--- src/rtl/riscv_pkg.sv ---
// Shared RV32I shift encodings: internal shift-type codes and the funct3/funct7
// patterns that select them.
package riscv_pkg;

  typedef enum logic [1:0] {
    SHIFT_SRL = 2'b00,
    SHIFT_SLL = 2'b01,
    SHIFT_SRA = 2'b10
  } shift_type_e;

  localparam logic [2:0] F3_SLL  = 3'b001;
  localparam logic [2:0] F3_SR   = 3'b101;
  localparam logic [6:0] F7_BASE = 7'b0000000;
  localparam logic [6:0] F7_SRA  = 7'b0100000;

endpackage

--- src/rtl/shift_decode.sv ---
// Combinational decode of an RV32I shift into shift type, shift amount and an
// illegal flag. Illegal encodings report SHIFT_SRL so type 11 never escapes.
module shift_decode
  import riscv_pkg::*;
#(
  parameter int SHAMT_W = 5
) (
  input  logic               is_imm,
  input  logic [2:0]         funct3,
  input  logic [6:0]         funct7,
  input  logic [11:0]        imm,
  input  logic [SHAMT_W-1:0] rs2_lo,
  output logic [1:0]         stype,
  output logic [SHAMT_W-1:0] shamt,
  output logic               illegal
);

  logic [6:0]  sel_f7_s;
  shift_type_e stype_s;

  // Decode funct3 and the selected funct7 field into type/shamt/illegal.
  always_comb begin
    sel_f7_s = is_imm ? imm[11:5] : funct7;
    shamt    = is_imm ? imm[SHAMT_W-1:0] : rs2_lo;
    stype_s  = SHIFT_SRL;
    illegal  = 1'b1;
    case (funct3)
      F3_SLL: begin
        if (sel_f7_s == F7_BASE) begin
          stype_s = SHIFT_SLL;
          illegal = 1'b0;
        end else begin
          stype_s = SHIFT_SRL;
          illegal = 1'b1;
        end
      end
      F3_SR: begin
        if (sel_f7_s == F7_SRA) begin
          stype_s = SHIFT_SRA;
          illegal = 1'b0;
        end else if (sel_f7_s == F7_BASE) begin
          stype_s = SHIFT_SRL;
          illegal = 1'b0;
        end else begin
          stype_s = SHIFT_SRL;
          illegal = 1'b1;
        end
      end
      default: begin
        stype_s = SHIFT_SRL;
        illegal = 1'b1;
      end
    endcase
  end

  assign stype = stype_s;

endmodule

--- src/rtl/shift_issue_stage.sv ---
// Decode->execute issue stage for RV32I shifts: decodes on accept and holds
// ops in a 2-entry skid buffer whose head entry drives the shifter directly.
module shift_issue_stage
  import riscv_pkg::*;
#(
  parameter int XLEN    = 32,
  parameter int SHAMT_W = 5,
  parameter int TAG_W   = 5
) (
  input  logic               clk,
  input  logic               rst_n,
  input  logic               flush,
  input  logic               in_valid,
  output logic               in_ready,
  input  logic               in_is_imm,
  input  logic [2:0]         in_funct3,
  input  logic [6:0]         in_funct7,
  input  logic [XLEN-1:0]    in_rs1,
  input  logic [XLEN-1:0]    in_rs2,
  input  logic [11:0]        in_imm,
  input  logic [TAG_W-1:0]   in_rd,
  output logic               out_valid,
  input  logic               out_ready,
  output logic [XLEN-1:0]    out_a,
  output logic [SHAMT_W-1:0] out_shamt,
  output logic [1:0]         out_type,
  output logic [TAG_W-1:0]   out_rd,
  output logic               out_illegal
);

  typedef struct packed {
    logic [XLEN-1:0]    a;
    logic [SHAMT_W-1:0] shamt;
    logic [1:0]         stype;
    logic [TAG_W-1:0]   rd;
    logic               illegal;
  } entry_t;

  entry_t             ent0_r;
  entry_t             ent1_r;
  entry_t             dec_entry_s;
  logic               ent0_vld_r;
  logic               ent1_vld_r;
  logic               in_fire_s;
  logic               out_fire_s;
  logic               ent0_free_s;
  logic [1:0]         dec_type_s;
  logic [SHAMT_W-1:0] dec_shamt_s;
  logic               dec_illegal_s;
  logic               unused_rs2_s;

  // Only the low bits of rs2 carry a shift amount on RV32.
  assign unused_rs2_s = ^in_rs2[XLEN-1:SHAMT_W];

  shift_decode #(
    .SHAMT_W(SHAMT_W)
  ) u_decode (
    .is_imm (in_is_imm),
    .funct3 (in_funct3),
    .funct7 (in_funct7),
    .imm    (in_imm),
    .rs2_lo (in_rs2[SHAMT_W-1:0]),
    .stype  (dec_type_s),
    .shamt  (dec_shamt_s),
    .illegal(dec_illegal_s)
  );

  assign dec_entry_s = {in_rs1, dec_shamt_s, dec_type_s, in_rd, dec_illegal_s};

  // in_ready depends only on the skid entry, so no path from out_ready.
  assign in_ready    = ~ent1_vld_r;
  assign in_fire_s   = in_valid & ~ent1_vld_r;
  assign out_fire_s  = ent0_vld_r & out_ready;
  assign ent0_free_s = ~ent0_vld_r | out_fire_s;

  // Skid buffer: refill the head from the skid entry first, then from the input.
  always_ff @(posedge clk or negedge rst_n) begin
    if (!rst_n) begin
      ent0_r     <= '0;
      ent1_r     <= '0;
      ent0_vld_r <= 1'b0;
      ent1_vld_r <= 1'b0;
    end else if (flush) begin
      ent0_vld_r <= 1'b0;
      ent1_vld_r <= 1'b0;
    end else if (ent0_free_s) begin
      if (ent1_vld_r) begin
        ent0_r     <= ent1_r;
        ent0_vld_r <= 1'b1;
        ent1_vld_r <= 1'b0;
      end else if (in_fire_s) begin
        ent0_r     <= dec_entry_s;
        ent0_vld_r <= 1'b1;
      end else begin
        ent0_vld_r <= 1'b0;
      end
    end else if (in_fire_s) begin
      ent1_r     <= dec_entry_s;
      ent1_vld_r <= 1'b1;
    end
  end

  assign out_valid   = ent0_vld_r;
  assign out_a       = ent0_r.a;
  assign out_shamt   = ent0_r.shamt;
  assign out_type    = ent0_r.stype;
  assign out_rd      = ent0_r.rd;
  assign out_illegal = ent0_r.illegal;

endmodule

--- config.mk ---
export PLATFORM = sky130hd
export DESIGN_NAME = shift_issue_stage
export DESIGN_NICKNAME = d
export VERILOG_FILES = /design/src/rtl/riscv_pkg.sv /design/src/rtl/shift_decode.sv /design/src/rtl/shift_issue_stage.sv
export SDC_FILE = /design/constraint.sdc
export NUM_CORES = 1
export LEC_CHECK = 0
export ABC_AREA = 1
export CORE_MARGIN = 10
export CORE_UTILIZATION = 41
export CTS_CLUSTER_DIAMETER = 200
export DETAILED_ROUTE_END_ITERATION = 12
export GPL_ROUTABILITY_DRIVEN = 0
export PLACE_DENSITY = 0.77
export SLEW_MARGIN = 30
export SYNTH_ARGS = -nofsm -noshare
export SYNTH_HDL_FRONTEND = slang
export SYNTH_SLANG_ARGS = --single-unit
--- constraint.sdc ---
create_clock -name clk -period 1.3 [get_ports clk]
set_input_delay 0.195 -clock clk [delete_from_list [all_inputs] [get_ports clk]]
set_output_delay 0.195 -clock clk [all_outputs]
set_load 0.05 [all_outputs]
# Yosys cells after proc, flatten, opt, wreduce, memory -nomap -nowiden
# Cells that the tools add are included.
dict set report word_totals {
  out_inout_bits 47
  latchBits 0
  mem_bits_rw 0
  inputBits 97
  word_cells 45
  mem_bits_ro 0
  mem_count 0
  register_bits 92
}
dict set report classes {
  n_addsub 0
  n_reduce_logical 6
  bitwise 7
  mul 0
  n_eq_ne 3
  shift 0
  n_mux 17
  div 0
  order_cmp 0
}
# cell n
set op_table {}
lappend op_table {{2-to-1 mux 45 bit} 2}
lappend op_table {{2-to-1 mux 1 bit} 10}
lappend op_table {{== test 7 x 6 -> 1 bit, second input constant} 1}
lappend op_table {{logical NOT 7 bit} 1}
lappend op_table {{2-to-1 mux 7 bit} 1}
lappend op_table {{AND reduction 3 bit} 2}
lappend op_table {{2-to-1 mux 5 bit} 1}
lappend op_table {{NOT 1 bit} 4}
lappend op_table {{case mux 2 bit (2 select lines)} 1}
lappend op_table {{nonzero test 2 bit} 2}
lappend op_table {{== test 3 x 1 -> 1 bit, second input constant} 1}
lappend op_table {{== test 3 bit, second input constant} 1}
lappend op_table {{nonzero test 3 bit} 1}
lappend op_table {{bitwise AND 1 bit} 2}
lappend op_table {{2-to-1 mux 2 bit} 1}
lappend op_table {{case mux 1 bit (2 select lines)} 1}
lappend op_table {{OR 1 bit} 1}

# Longest topological paths before layout
# Gate-level depths: netlist of the first run.
dict set report depth {
  word_depth 7
  depth_mapped 10
  ltp_nobuf 10
}

# Modules after synthesis
# A second synthesis of the first run with hierarchy kept.
dict set report hier_totals {
  hier_cells 600
  area_unflattened_um2 4445.5
}
# module area_per_inst_um2 cells_per_inst instances seq_area_each_um2
set modules_own_cells {}
lappend modules_own_cells {shift_issue_stage 4195.3 548 1 2302.2}
lappend modules_own_cells {shift_decode 250.2 52 1 0.0}

# Least setup slack after synthesis of the first run
# OpenSTA, ideal clock, no wires.
dict set report synth_path {
  kind {register to register}
  startpoint {reg ent0_vld_r (netlist: out_valid)}
  endpoint {reg ent1_r[24] in the netlist's numbering}
  slack_ns -0.217
  setup_time_ns 0.130
  stages_incl_launch_ff 8
  n_path_buf 2
  t_arrival_ns 1.386
  period_less_slack_ns 1.517
  t_required_ns 1.170
  path_cell_list {dfrtp_1 nand2_2 nor2_2 nand3_2 buf_6 buf_6 nand2_1 o21ai_1}
}
dict set report synth_via {
  elab_chain_len 4
  word_cells_on_any_way 5
  cone_classes {4 x bitwise; 1 x reduce/logical}
}
# element line_no
set synth_rtl {}
lappend synth_rtl {{from (decl)} shift_issue_stage.sv:42} ;# logic ent0_vld_r;
lappend synth_rtl {{from (signal assigned)} shift_issue_stage.sv:81} ;# ent0_vld_r <= 1'b0;
lappend synth_rtl {{from (signal assigned)} shift_issue_stage.sv:84} ;# ent0_vld_r <= 1'b0;
lappend synth_rtl {{from (signal assigned)} shift_issue_stage.sv:89} ;# ent0_vld_r <= 1'b1;
lappend synth_rtl {{bitwise AND 1 bit or NOT 1 bit (tied branches)} {shift_issue_stage.sv:73, shift_issue_stage.sv:74}}
lappend synth_rtl {{OR 1 bit (*)} shift_issue_stage.sv:74} ;# assign ent0_free_s = ~ent0_vld_r | out_fire_s;
lappend synth_rtl {{NOT 1 bit (no line) (*)} -}
lappend synth_rtl {{AND reduction 3 bit (no line) (*)} -}
lappend synth_rtl {{to (signal assigned)} shift_issue_stage.sv:98} ;# ent1_r <= dec_entry_s;
lappend synth_rtl {{to (decl)} shift_issue_stage.sv:40} ;# entry_t ent1_r;
# Every way passes the cells marked *; elsewhere a longest branch is shown, timed or not.
# A chain may end at the register's enable or synchronous reset.

# Worst setup path after layout of the first run
dict set report layout_path {
  startpoint {reg ent1_vld_r}
  endpoint {out in_ready}
}
dict set report layout_via {
  elab_chain_len 1
}
# element line_no
set layout_rtl {}
lappend layout_rtl {{from (decl)} shift_issue_stage.sv:43} ;# logic ent1_vld_r;
lappend layout_rtl {{from (signal assigned)} shift_issue_stage.sv:82} ;# ent1_vld_r <= 1'b0;
lappend layout_rtl {{from (signal assigned)} shift_issue_stage.sv:85} ;# ent1_vld_r <= 1'b0;
lappend layout_rtl {{from (signal assigned)} shift_issue_stage.sv:90} ;# ent1_vld_r <= 1'b0;
lappend layout_rtl {{NOT 1 bit} shift_issue_stage.sv:71} ;# assign in_ready = ~ent1_vld_r;
lappend layout_rtl {{to (decl)} shift_issue_stage.sv:14} ;# output logic in_ready,
# No other way between the ends.

==> metrics.cfg, run 1 <==
[critical_path]
critPathKind = reg2out
cp-end-kind = primary output
crit_path_max_fanout = 4
required_ns = 1.11
arrival_ns = 1.12
startpoint_type = flop

[layout]
final_common_cell = nand2_1
final_cell_area_sq_um = 6370
fin_nets = 709
antenna_cells = 0
flow.area_growth_from_synthesis_pct = 53.6
instances_no_fill = 750
fillers = 793
drive_above_1_share_pct = 18.3
multi_input_area_sq_um = 1500
final_cell_mix = nand2_1 (151), dfrtp_1 (90), clkdlybuf4s50_1 (67), o21ai_0 (62), o21ai_1 (59)
ff_latch_area_sq_um = 2300

[routing]
wl_per_cell_microns = 14.5
dr.pass1.iters = 4
drc = 0
initialDrtViolationCount = 193
vias = 3623
drtAntennaViolNets = 0
wl_mm = 10.9
routed_via_density = 4.83

[pwr]
peakVddDrop_v = 0.000618
cellLeakagePower_nw = 3.15
p_per_area_nw_per_um2 = 1360
power_mw = 8.65

[place]
dp_cells = 725
place_ws_ns = -0.353
postPlaceCellArea_sq_um = 5950
hpwl_mm = 7.46
portBuffers = 116

[outcome]
outcome = finished with violations
violations = negative setup slack

[synth]
ys_warn_count = 0
synthesis.area_sq_um = 4150
synthTopCellsByArea = dfrtp_1 (56%), nand2_1 (14%), o21ai_0 (8.2%)
synth_top_cell_by_area = dfrtp_1
synthesis.nets = 586
synth.distinct_cells = 24
seq_area_frac_synth_pct = 55.5
ys_ff_latch = 92
synth_top_area_share_pct = 55.5
synth_area_per_cell_sq_um = 8.48
syn_inst = 489

[timing]
timing.slew.headroom_pct = 68.0
clock.fmax_ghz = 0.763
finalSetupViolCount = 1
rsz0062_at_grt = true
finalHoldViolCount = 0
fin_ws_ns = -0.0107
slew_violations = 0
worst_slew_pin_slew_ns = 0.480
min_period_over_period_pct = 101
post-route-min-period_ns = 1.31
finClkSkew_ns = 0.0135

[global_routing]
antenna_found_initial = 0
grt_pass1_wl_mm = 17.2
grt_max_degree = 93
grt_pass1_vias = 3622
overflow = 0
grt.total_usage_pct = 14.1

[floorplanning]
start_util_pct = 42.2
coreArea_sq_um = 9820
ios = 144
die-height_microns = 121
placement_rows = 36
fp.dieArea_sq_um = 14500
fp.dieW_microns = 121

[clock_tree]
clkLatencyLatePin_ns = 0.35
numCtsBuffers = 9
cts_tree = built
clock-sinks = 92
root_buffer = clkbuf_8
cts_buffer_depth = 2
path_clk_slew_ns = 0.09
h-tree-depth = 3

[min_path]
hp-class = in2reg

[flow_run]
drv_cap = 0

-- stage by stage --
stage          setup TNS [ns]  hold WS (ns)  util, %
2_1_floorplan           -1.28        -0.101        -
3_3_place_gp           -12.61         0.273     60.6
3_5_place_dp           -15.02         0.283     60.6
4_1_cts               -0.0733         0.385     63.0
5_1_grt                 -1.05         0.404     64.8
6_report              -0.0107         0.401     64.8
-- registers in the layout, summed over array words and instances (netlist names) --
| signal | flops |
|---|---|
| ent1_r | 45 |
| out_a | 32 |
| out_rd | 5 |
| out_shamt | 5 |
| out_type | 2 |
| ent1_vld_r | 1 |
| out_illegal | 1 |
| out_valid | 1 |
-- synthesized netlist by cell type (all sizes together) --
cell type / n
nand2: 157
o21ai: 124
dfrtp: 92
inv: 51
buf: 20
nor2: 16
clkbuf: 9
a21oi: 6
nand3: 6
mux2i: 5
or2: 2
nand3b: 1
-- power by group --
| group | internal, mW | switching [mW] |
|---|---|---|
| clock | 0.752 | 0.986 |
| sequential | 3.44 | 0.440 |
| combinational | 1.48 | 1.55 |
| total | 5.68 | 2.98 |
-- layout make-up --
| cell class | count | share of cell area [%] |
|---|---|---|
| Tap cell | 133 | 2.61 |
| Sequential cell | 92 | 36.2 |
| Timing Repair Buffer | 141 | 31.8 |
| Clock buffer | 11 | 2.22 |
| Inverter | 51 | 3.09 |
| Clock inverter | 5 | 0.570 |
| Multi-Input combinational cell | 317 | 23.5 |
-- kinds of logic after synthesis --
family                 Yosys count  synth area share [%]
buffers and inverters           80                  9.72
multiplexers                     5                  1.21
flip-flops                      92                  55.5
AND/OR/NAND/NOR                182                  17.7
AO/OA/AOI/OAI                  130                  15.9
-- metal layers --
layer | routed length (microns) | GRT usage (%) | vias up
met1 | 4460 | 16.3 | 1712
li1 | - | - | 1802
met4 | 136 | 4.45 | 0
met3 | 649 | 4.23 | 12
met5 | 0 | 0 | -
met2 | 5630 | 24.6 | 97
-- final timing paths --
check,startpoint,end,slack [ns],depth (start not counted)
worst max-delay path,ent1_vld_r$_DFFE_PN0P_,in_ready,-0.01,3
worst min-delay path,in_rs1[13],ent1_r[26]$_DFFE_PN0P_,0.40,3
worst max register to register,ent1_vld_r$_DFFE_PN0P_,out_shamt[2]$_DFFE_PN0P_,0.01,8
worst min register to register,ent1_r[29]$_DFFE_PN0P_,ent1_r[29]$_DFFE_PN0P_,0.49,2
max in group asynchronous,rst_n,out_valid$_DFFE_PN0N_,0.45,3
min in group asynchronous,rst_n,out_a[28]$_DFFE_PN0P_,0.44,3
-- what timing repair did --
item / in CTS / in global routing
endpoints found under the hold margin: 92 / 0
hold buffers: 1 / 0
pin swaps: 1 / 7
gates resized for setup: 3 / 25
setup endpoints to repair: 1 / 51
buffers inserted: 2 / 0
gates cloned: 1 / 5
-- critical path: stages, from the launching register on --
cell and delay [ns]:
dfrtp_2 0.40, clkinv_4 0.09, buf_12 0.14, buf_12 0.14
Power figures use the tool's default switching activity.
==> run 2: changes to the inputs <==
--- a/config.mk
+++ b/config.mk
@@ -11,6 +11,7 @@
 export CTS_CLUSTER_DIAMETER = 200
 export DETAILED_ROUTE_END_ITERATION = 12
 export GPL_ROUTABILITY_DRIVEN = 0
+export GPL_TIMING_DRIVEN = 0
 export PLACE_DENSITY = 0.77
 export SLEW_MARGIN = 30
 export SYNTH_ARGS = -nofsm -noshare
==> metrics.cfg, run 2 (synthesis results as in run 1) <==
[outcome]
outcome = finished with violations
violations = negative setup slack

[layout]
antenna_cells = 0
top_register = ent1_r
instances_no_fill = 783
flow.area_growth_from_synthesis_pct = 56.2
largest_register_ff_count = 45
drive_above_1_share_pct = 34.2
final_cell_mix = nand2_1 (104), dfrtp_1 (91), o21ai_1 (78), clkdlybuf4s50_1 (67), inv_1 (48)
final_util_pct = 66.0
fin_nets = 743
final_common_cell = nand2_1

[timing]
fin_ws_ns = -0.168
rsz0062_at_grt = true
finalSetupViolCount = 74
worst_slew_pin_slew_ns = 0.474
post-route-min-period_ns = 1.47
clock.fmax_ghz = 0.681
slew_violations = 0
min_period_over_period_pct = 113
finalHoldViolCount = 0
finClkSkew_ns = 0.0133
timing.slew.headroom_pct = 68.4
hold_slack_ns = 0.343

[floorplanning]
coreArea_sq_um = 9820
ios = 144
fp.dieArea_sq_um = 14500
fp.dieW_microns = 121
placement_rows = 36
start_util_pct = 42.2
die-height_microns = 121

[routing]
drc = 0
drtAntennaViolNets = 0
initialDrtViolationCount = 175
wl_per_cell_microns = 16.1
wl_mm = 12.6
dr.pass1.iters = 4
routed_via_density = 4.93
vias = 3860

[place]
portBuffers = 116
hpwl_mm = 8.35
dp_cells = 739

[global_routing]
grt.total_usage_pct = 15.4
grt_pass1_wl_mm = 18.3
overflow = 0
antenna_found_initial = 0
grt_pass1_vias = 3804
grt_max_degree = 52

[pwr]
peakVddDrop_v = 0.000928
p_per_area_nw_per_um2 = 1310
cellLeakagePower_nw = 3.27
power_mw = 8.50

[clock_tree]
cts_tree = built
clock-sinks = 92
root_buffer = clkbuf_8
numCtsBuffers = 9
cts_buffer_depth = 2
h-tree-depth = 3
path_clk_slew_ns = 0.09
clkLatencyLatePin_ns = 0.36

[critical_path]
reg2reg_to = out_a[6]$_DFFE_PN0P_
reg2reg_from = ent1_vld_r$_DFFE_PN0P_
startpoint_type = flop
arrival_ns = 1.27
crit_path_max_fanout = 4
timing.reg2reg.setup_slack_ns = -0.10
critPathKind = reg2out
required_ns = 1.11
cp-end-kind = primary output
reg2reg_depth = 9

[flow_run]
drv_cap = 0

[min_path]
hp-class = in2async

==> run 2: cell types whose count changed in the layout (fill, tap and decap cells not counted), sizes merged <==
cell,previous run,this run
bufbuf,1,0
clkinvlp,3,2
clkdlybuf4s15,0,2
nand2,157,158
buf,67,88
bufinv,0,1
clkbuf,15,25
==> run 2: worst max-delay path: stages, from the launching register on <==
cell and delay [ns]:
dfrtp_1 0.38, buf_6 0.14, inv_8 0.07, buf_12 0.10, buf_8 0.09, buf_8 0.13
==> run 2: worst max-delay path by stage <==
| stage | start | endpoint | slack (ns) | depth (start not counted) |
|---|---|---|---|---|
| after floorplan | out_valid$_DFFE_PN0N_ | ent1_r[24]$_DFFE_PN0P_ | -0.07 | 7 |
| after global routing | ent1_vld_r$_DFFE_PN0P_ | in_ready | -0.21 | 5 |
| after CTS | ent1_vld_r$_DFFE_PN0P_ | in_ready | -0.17 | 5 |
| after detailed placement | ent1_vld_r$_DFFE_PN0P_ | in_ready | -0.60 | 5 |
| final | ent1_vld_r$_DFFE_PN0P_ | in_ready | -0.17 | 5 |
| after global placement | rst_n | out_valid$_DFFE_PN0N_ | -3.54 | 1 |
==> run 2: per-stage QoR <==
step                worst slack, ns  TNS (ns)  instance area, sq um
finish                       -0.168     -3.34                  6480
floorplan                   -0.0684     -1.28                  4150
global placement              -3.54   -319.04                  5470
global route                 -0.212     -8.61                  6480
CTS                          -0.170     -1.16                  5680
detailed placement           -0.599    -27.29                  5500
==> run 2: what timing repair did <==
item / 4_1_cts / 5_1_grt
setup buffers: 4 / 14
gates cloned: 1 / 11
gates resized for setup: 228 / 236
setup endpoints to repair: 129 / 107
hold buffers: 1 / 0
hold endpoints to repair: 50 / 0
pin swaps: 1 / 20
==> run 2: layout make-up <==
| class | count | area [sq um] |
|---|---|---|
| sequential | 92 | 2300 |
| timing repair buffer | 146 | 1440 |
| fill | 841 | 3340 |
| tap | 133 | 166 |
| inverter | 51 | 199 |
| buffer | 28 | 339 |
| clock buffer | 10 | 138 |
| multi-input combinational | 318 | 1830 |
| clock inverter | 5 | 62.6 |
==> run 2: report_power, final <==
group / internal, mW / total (mW) / switching [mW] / leakage, nW
logic: 1.00 / 2.67 / 1.67 / 2.02
clock network: 0.937 / 1.95 / 1.01 / 0.0946
registers: 3.44 / 3.88 / 0.434 / 1.16
total: 5.38 / 8.50 / 3.11 / 3.27
==> run 2: routing by layer <==
metal / global-route usage [%] / part of all wire [%] / up-vias
met4: 5.88 / 2.3 / 0
met1: 18.1 / 41 / 1855
met5: 0 / 0 / -
met2: 26.3 / 50 / 108
met3: 4.33 / 6.6 / 22
li1: - / - / 1875
